**src/rtl/iddmm_task_loader.sv**
```systemverilog
// Operand loader and result drainer for the IDDMM multiply engine.
// Handles request/grant, operand RAM writes, result capture and the result stream.
module iddmm_task_loader #(
   parameter int K      = 128,
   parameter int N      = 32,
   parameter int ADDR_W = $clog2(N)
) (
   input  logic              clk,
   input  logic              rst_n,
   input  logic              s_valid,
   output logic              s_ready,
   input  logic [K-1:0]      s_x,
   input  logic [K-1:0]      s_y,
   input  logic              s_last,
   output logic              wr_en,
   output logic [ADDR_W-1:0] wr_addr,
   output logic [K-1:0]      wr_x,
   output logic [K-1:0]      wr_y,
   output logic              task_req,
   input  logic              task_grant,
   output logic              finish_reg_flag,
   input  logic              task_end,
   input  logic [K-1:0]      task_res,
   output logic              m_valid,
   output logic [K-1:0]      m_data,
   output logic              m_last,
   input  logic              m_ready,
   output logic              busy,
   output logic              err
);

   localparam int CW = ADDR_W + 1;
   localparam logic [CW-1:0] LAST = CW'(N - 1);

   typedef enum logic [2:0] {
      IDLE,
      REQ,
      LOAD,
      FLAG,
      WAIT_RES,
      DRAIN
   } state_t;

   state_t              state_q, state_d;
   logic [CW-1:0]       wcnt_q, wcnt_d;
   logic [CW-1:0]       ccnt_q, ccnt_d;
   logic [CW-1:0]       rcnt_q, rcnt_d;
   logic                wr_en_q, wr_en_d;
   logic [ADDR_W-1:0]   wr_addr_q, wr_addr_d;
   logic [K-1:0]        wr_x_q, wr_x_d;
   logic [K-1:0]        wr_y_q, wr_y_d;
   logic                fin_q, fin_d;
   logic                err_q, err_d;
   logic                cap_we;
   logic [K-1:0]        res_mem_q [N];

   always_comb begin
      state_d   = state_q;
      wcnt_d    = wcnt_q;
      ccnt_d    = ccnt_q;
      rcnt_d    = rcnt_q;
      wr_en_d   = 1'b0;
      wr_addr_d = wr_addr_q;
      wr_x_d    = wr_x_q;
      wr_y_d    = wr_y_q;
      fin_d     = (state_q == FLAG);
      err_d     = err_q;
      cap_we    = 1'b0;
      s_ready   = 1'b0;
      task_req  = 1'b0;
      m_valid   = 1'b0;
      m_data    = '0;
      m_last    = 1'b0;

      // A result word outside WAIT_RES is a protocol error and never stored.
      if (task_end && (state_q != WAIT_RES)) begin
         err_d = 1'b1;
      end

      case (state_q)
         IDLE: begin
            wcnt_d = '0;
            ccnt_d = '0;
            rcnt_d = '0;
            if (s_valid) begin
               state_d = REQ;
            end
         end
         REQ: begin
            task_req = 1'b1;
            if (task_grant) begin
               state_d = LOAD;
            end
         end
         LOAD: begin
            s_ready = 1'b1;
            if (s_valid) begin
               wr_en_d   = 1'b1;
               wr_addr_d = wcnt_q[ADDR_W-1:0];
               wr_x_d    = s_x;
               wr_y_d    = s_y;
               wcnt_d    = wcnt_q + CW'(1);
               // The word count ends the load; s_last is only cross-checked.
               if (s_last != (wcnt_q == LAST)) begin
                  err_d = 1'b1;
               end
               if (wcnt_q == LAST) begin
                  state_d = FLAG;
               end
            end
         end
         FLAG: begin
            state_d = WAIT_RES;
         end
         WAIT_RES: begin
            if (task_end) begin
               cap_we = 1'b1;
               ccnt_d = ccnt_q + CW'(1);
               if (ccnt_q == LAST) begin
                  state_d = DRAIN;
               end
            end
         end
         DRAIN: begin
            m_valid = 1'b1;
            m_data  = res_mem_q[rcnt_q[ADDR_W-1:0]];
            m_last  = (rcnt_q == LAST);
            if (m_ready) begin
               rcnt_d = rcnt_q + CW'(1);
               if (rcnt_q == LAST) begin
                  state_d = IDLE;
                  wcnt_d  = '0;
                  ccnt_d  = '0;
                  rcnt_d  = '0;
               end
            end
         end
         default: begin
            state_d = IDLE;
         end
      endcase
   end

   always_ff @(posedge clk or negedge rst_n) begin
      if (!rst_n) begin
         state_q   <= IDLE;
         wcnt_q    <= '0;
         ccnt_q    <= '0;
         rcnt_q    <= '0;
         wr_en_q   <= 1'b0;
         wr_addr_q <= '0;
         wr_x_q    <= '0;
         wr_y_q    <= '0;
         fin_q     <= 1'b0;
         err_q     <= 1'b0;
      end else begin
         state_q   <= state_d;
         wcnt_q    <= wcnt_d;
         ccnt_q    <= ccnt_d;
         rcnt_q    <= rcnt_d;
         wr_en_q   <= wr_en_d;
         wr_addr_q <= wr_addr_d;
         wr_x_q    <= wr_x_d;
         wr_y_q    <= wr_y_d;
         fin_q     <= fin_d;
         err_q     <= err_d;
      end
   end

   always_ff @(posedge clk) begin
      if (cap_we) begin
         res_mem_q[ccnt_q[ADDR_W-1:0]] <= task_res;
      end
   end

   assign wr_en           = wr_en_q;
   assign wr_addr         = wr_addr_q;
   assign wr_x            = wr_x_q;
   assign wr_y            = wr_y_q;
   assign finish_reg_flag = fin_q;
   assign err             = err_q;
   assign busy            = (state_q != IDLE);

endmodule

```
**config.mk**
```make
export PLATFORM = sky130hd
export DESIGN_NAME = iddmm_task_loader
export DESIGN_NICKNAME = d
export VERILOG_FILES = /design/src/rtl/iddmm_task_loader.sv
export SDC_FILE = /design/constraint.sdc
export NUM_CORES = 2
export LEC_CHECK = 0
export ABC_AREA = 0
export CAP_MARGIN = 25
export CELL_PAD_IN_SITES_DETAIL_PLACEMENT = 1
export CELL_PAD_IN_SITES_GLOBAL_PLACEMENT = 2
export CORE_ASPECT_RATIO = 1.75
export CORE_UTILIZATION = 47
export CTS_CLUSTER_DIAMETER = 40
export DETAILED_ROUTE_END_ITERATION = 7
export PLACE_DENSITY = 0.83
export SLEW_MARGIN = 15
export SYNTH_ARGS = -nofsm -noshare
export SYNTH_HDL_FRONTEND = slang
export SYNTH_SLANG_ARGS = --single-unit
```
**constraint.sdc**
```tcl
create_clock -name clk -period 8.6 [get_ports clk]
set_clock_uncertainty 0.05 [all_clocks]
set_input_delay 1.72 -clock clk [delete_from_list [all_inputs] [get_ports clk]]
set_output_delay 1.72 -clock clk [all_outputs]
set_load 0.005 [all_outputs]
```
==> results summary <==
The number of cells in the finished layout apart from fillers came out at 14027. The overall routed net length came out at 527 mm. The run finished with clean final reports. Power spread over the standard cell area amounts to 263 nW/um2.

The detailed-route wire length per cell is 37.6 um. The number of buffers inserted by port buffering came out at 787. The first global-routing pass estimated 727 mm of wire. The kind of path behind the tightest hold check is reg -> reg.

The slowest library cell on the worst path is sky130_fd_sc_hd__dfrtp_4. The maximum level of the CTS H-tree came out at 5. The critical path goes through buf_12 -> buf_4 -> mux4_2 -> mux2i_1 -> nor2_1 -> a211oi_1 -> nor3_1 -> clkdlybuf4s50_1. The number of placed cells counting well taps is 13110.

STA classifies the critical path startpoint as a register. The critical path depth in cells came out at 8. The flip-flop and latch count after synthesis came out at 4381. The global-route congestion overflow total came out at 0. The count of routing violations after the opening detailed-route iteration came out at 9423.

TritonCTS built the clock tree. In this run the standard cell core region covers 352000 um2. The peak ir drop on the vdd network is 0.207 mV. In this run the most critical hold path is launched from wr_y[75]$_DFFE_PN0P_. The number of nets produced by synthesis came out at 8351. The final route contains 87108 vias.

The vias per cell came out at 6.21. The number of global-route vias before repair is 92513. The data required time of the critical path came out at 6.83 ns. The half-perimeter wire length of the detailed placement result came out at 302 mm. In this design, the largest share of critical-path delay is due to buffers and inverters. In this run, synthesis inferred 4096 flip-flops with an integrated enable.

Setup repair after global routing left no endpoint under its margin. The residual antenna-violating net count after detailed routing came out at 0. The worst hold path terminates at wr_y[75]$_DFFE_PN0P_. The post-layout net count is 9382. Measured against its own limit, the worst slew margin works out to 18.4%. The core utilization of the finished layout came out at 55.8%. The number of cells upsized or downsized after cts is 0. Final hold analysis gives a worst-case slack of 0.426 ns. The initial standard-cell utilization of the core came out at 47.3%. Entering global routing, the biggest net connects 142 pins.

The number of buffers and inverters on the critical path came out at 3. The share of layout cells above drive strength 1 is 20.6%. The die footprint came out at 357000 um2. Of all cell types, the one taking the most synthesized area is sky130_fd_sc_hd__edfxtp_1. From synthesis to final layout, the design area changed by 17.9%. In this run the critical register-to-register path is launched from rcnt_q[1]$_DFFE_PN0P_. The number of max-capacitance violations reported is 0. The number of cell rows is 288. After clock tree synthesis, the clock-pin slew on the worst setup and hold paths is 0.07 ns. By area the synthesized netlist is led by sky130_fd_sc_hd__edfxtp_1 (74%), sky130_fd_sc_hd__mux4_2 (12%), sky130_fd_sc_hd__dfrtp_1 (4.3%), sky130_fd_sc_hd__mux2i_1 (2.9%), sky130_fd_sc_hd__nand2_1 (1.8%).

The final max-slew violation count came out at 0. Setup slack on the worst reg-to-reg path comes out at 4.02 ns. The leakage power of the design came out at 0.0616 uW.

The total number of yosys warnings is 0. The setup TNS after final layout came out at 0 ns. The TritonCTS buffer count is 432. Across every metal layer, demand over resource in global routing totals 29.3%. The clock passes through at most 4 buffers. The post-route total power is 51700 uW.

The latest clock arrival within the worst-skew pair came out at 0.96 ns. The clock tree root buffer cell is sky130_fd_sc_hd__clkbuf_16. Synthesis produced 7954 cells. Timing would allow up to 0.140 GHz. The post-synthesis average cell area came out at 20.9 um2.

The number of buffers inserted to repair setup after CTS came out at 0. The number of antenna violations at the first check in global routing is 86. From bottom edge to top edge, the die measures 790 um. The number of detailed-routing iterations run before antenna repair is 5. The data arrival time of the worst path came out at 5.35 ns. The area share of the leading cell type in the synthesized netlist came out at 73.8%. Along the worst path, the maximum fanout reaches 80.

The share of the Yosys chip area taken by registers is 78.1%. The critical path in this run is classified as reg -> out. After detailed routing, the number of remaining DRC violations is 0. The largest single stage delay on the critical path is 0.97 ns.

In this run the critical register-to-register path is captured at rcnt_q[3]$_DFFE_PN0P_. The last weighted congestion value of the routability-driven placer came out at 0.986. The count of final hold-check violations came out at 0. The post-synthesis instance area is 167000 um2. The number of cells on the worst hold path came out at 2. At the pin with the least slew margin, the transition time is 1.22 ns.

Setup violations remaining at the end of the flow were counted as 0. The count of boundary I/O pins is 788. The leading cell type by number of instances after synthesis is sky130_fd_sc_hd__edfxtp_1.

The fraction of synthesis flops using an asynchronous set or reset pin is 6.51%. In the synthesized netlist the dominant register cell turns out to be sky130_fd_sc_hd__edfxtp_1. STA classifies the critical path endpoint as an output port.

Sorting the synthesized cells by how often they occur yields sky130_fd_sc_hd__edfxtp_1 (4096), sky130_fd_sc_hd__mux4_2 (871), sky130_fd_sc_hd__nand2_1 (805). The worst-case reg-to-reg path depth came out at 8. Hold repair after CTS inserted 0 buffers. The number of sinks handled by clock tree synthesis came out at 4381. The number of distinct library cells after synthesis came out at 52. The portion of the clock cycle consumed by the worst path in the final layout is 82.8%.

For the finished layout, the period the worst path requires is 7.12 ns. From left edge to right edge, the die measures 452 um.
## state kept, by name, indices dropped and copies added, names as in the netlist
register / flops
finish_reg_flag: 1
err: 1
wr_y: 128
rcnt_q: 6
ccnt_q: 6
res_mem_q: 4096
wr_addr: 5
wr_x: 128
wr_en: 1
state_q: 3
wcnt_q: 6
## worst min-delay path, delay by kind of cell, from the launching register on
family | cells | cell delay (ns)
flops | 1 | 0.34
simple gates | 2 | 0.11
## area by class of cell
cell class / count / area (um2)
Antenna cell: 43 / 108
Clock buffer: 505 / 11300
Clock inverter: 288 / 3160
Fill cell: 30236 / 156000
Inverter: 8 / 37.5
Multi-Input combinational cell: 3102 / 34500
Sequential cell: 4381 / 130000
Tap cell: 4640 / 5810
Timing Repair Buffer: 1060 / 11500
## per-layer routing
metal  share of wire [%]  track usage, %  vias up
met5               0.048               0        -
met4                 6.2            16.3       36
met3                 8.4            6.85     1084
met2                  52            51.4     4650
met1                  34            32.6    46499
li1                    -               -    34839
## worst max path at each step
stage / start / endpoint / slack, ns
final: rcnt_q[0]$_DFFE_PN0P_ / m_data[81] / 1.48
after global routing: rcnt_q[0]$_DFFE_PN0P_ / m_data[81] / 1.23
after CTS: rcnt_q[0]$_DFFE_PN0P_ / m_data[90] / 1.41
after detailed placement: rcnt_q[0]$_DFFE_PN0P_ / m_data[81] / 2.42
after global placement: rcnt_q[0]$_DFFE_PN0P_ / m_data[81] / 2.38
after floorplan: task_end / res_mem_q[30][0]$_DFFE_PP_ / 0.02
## cells in the final DEF, fill, tap and decap left out, types with 52 or more instances in the layout
cell / Yosys / final
sky130_fd_sc_hd__clkdlybuf4s50_1: 0 / 774
sky130_fd_sc_hd__nor3_1: 71 / 71
sky130_fd_sc_hd__buf_4: 36 / 113
sky130_fd_sc_hd__mux4_2: 871 / 871
sky130_fd_sc_hd__mux2i_1: 484 / 484
sky130_fd_sc_hd__a22o_1: 120 / 120
sky130_fd_sc_hd__clkinv_2: 0 / 52
sky130_fd_sc_hd__o22ai_1: 77 / 77
sky130_fd_sc_hd__edfxtp_1: 4096 / 4096
sky130_fd_sc_hd__a211oi_1: 78 / 78
sky130_fd_sc_hd__clkinv_1: 0 / 66
sky130_fd_sc_hd__o221ai_1: 78 / 78
sky130_fd_sc_hd__clkbuf_16: 0 / 441
sky130_fd_sc_hd__clkbuf_1: 227 / 62
sky130_fd_sc_hd__nand2_1: 805 / 802
sky130_fd_sc_hd__buf_12: 0 / 73
sky130_fd_sc_hd__nor2_1: 185 / 151
sky130_fd_sc_hd__buf_8: 0 / 75
sky130_fd_sc_hd__dfrtp_1: 285 / 280
## kinds of logic (layout without fill, tap and decap cells)
kind of cell,count (synthesis),count (layout),synth area share (%)
buf+inv,471,1861,1.41
flops,4381,4381,78.1
fa+ha+maj,6,6,0.0451
mux,1356,1356,14.7
simple gates,1101,1101,2.59
other cells,0,43,0
compound gates,630,630,3.13
xor+xnor,9,9,0.0473
## report_power, final
part | switching [uW] | internal [uW]
Sequential | 558 | 23900
Combinational | 3990 | 3810
Clock | 8460 | 11000
## per-stage QoR
stage / setup WS [ns] / instance area [um2]
detailed placement: 2.42 / 181000
CTS: 1.41 / 195000
finish: 1.48 / 197000
floorplan: 0.0156 / 167000
global route: 1.23 / 196000
global placement: 2.38 / 181000
Power figures use the tool's default switching activity.
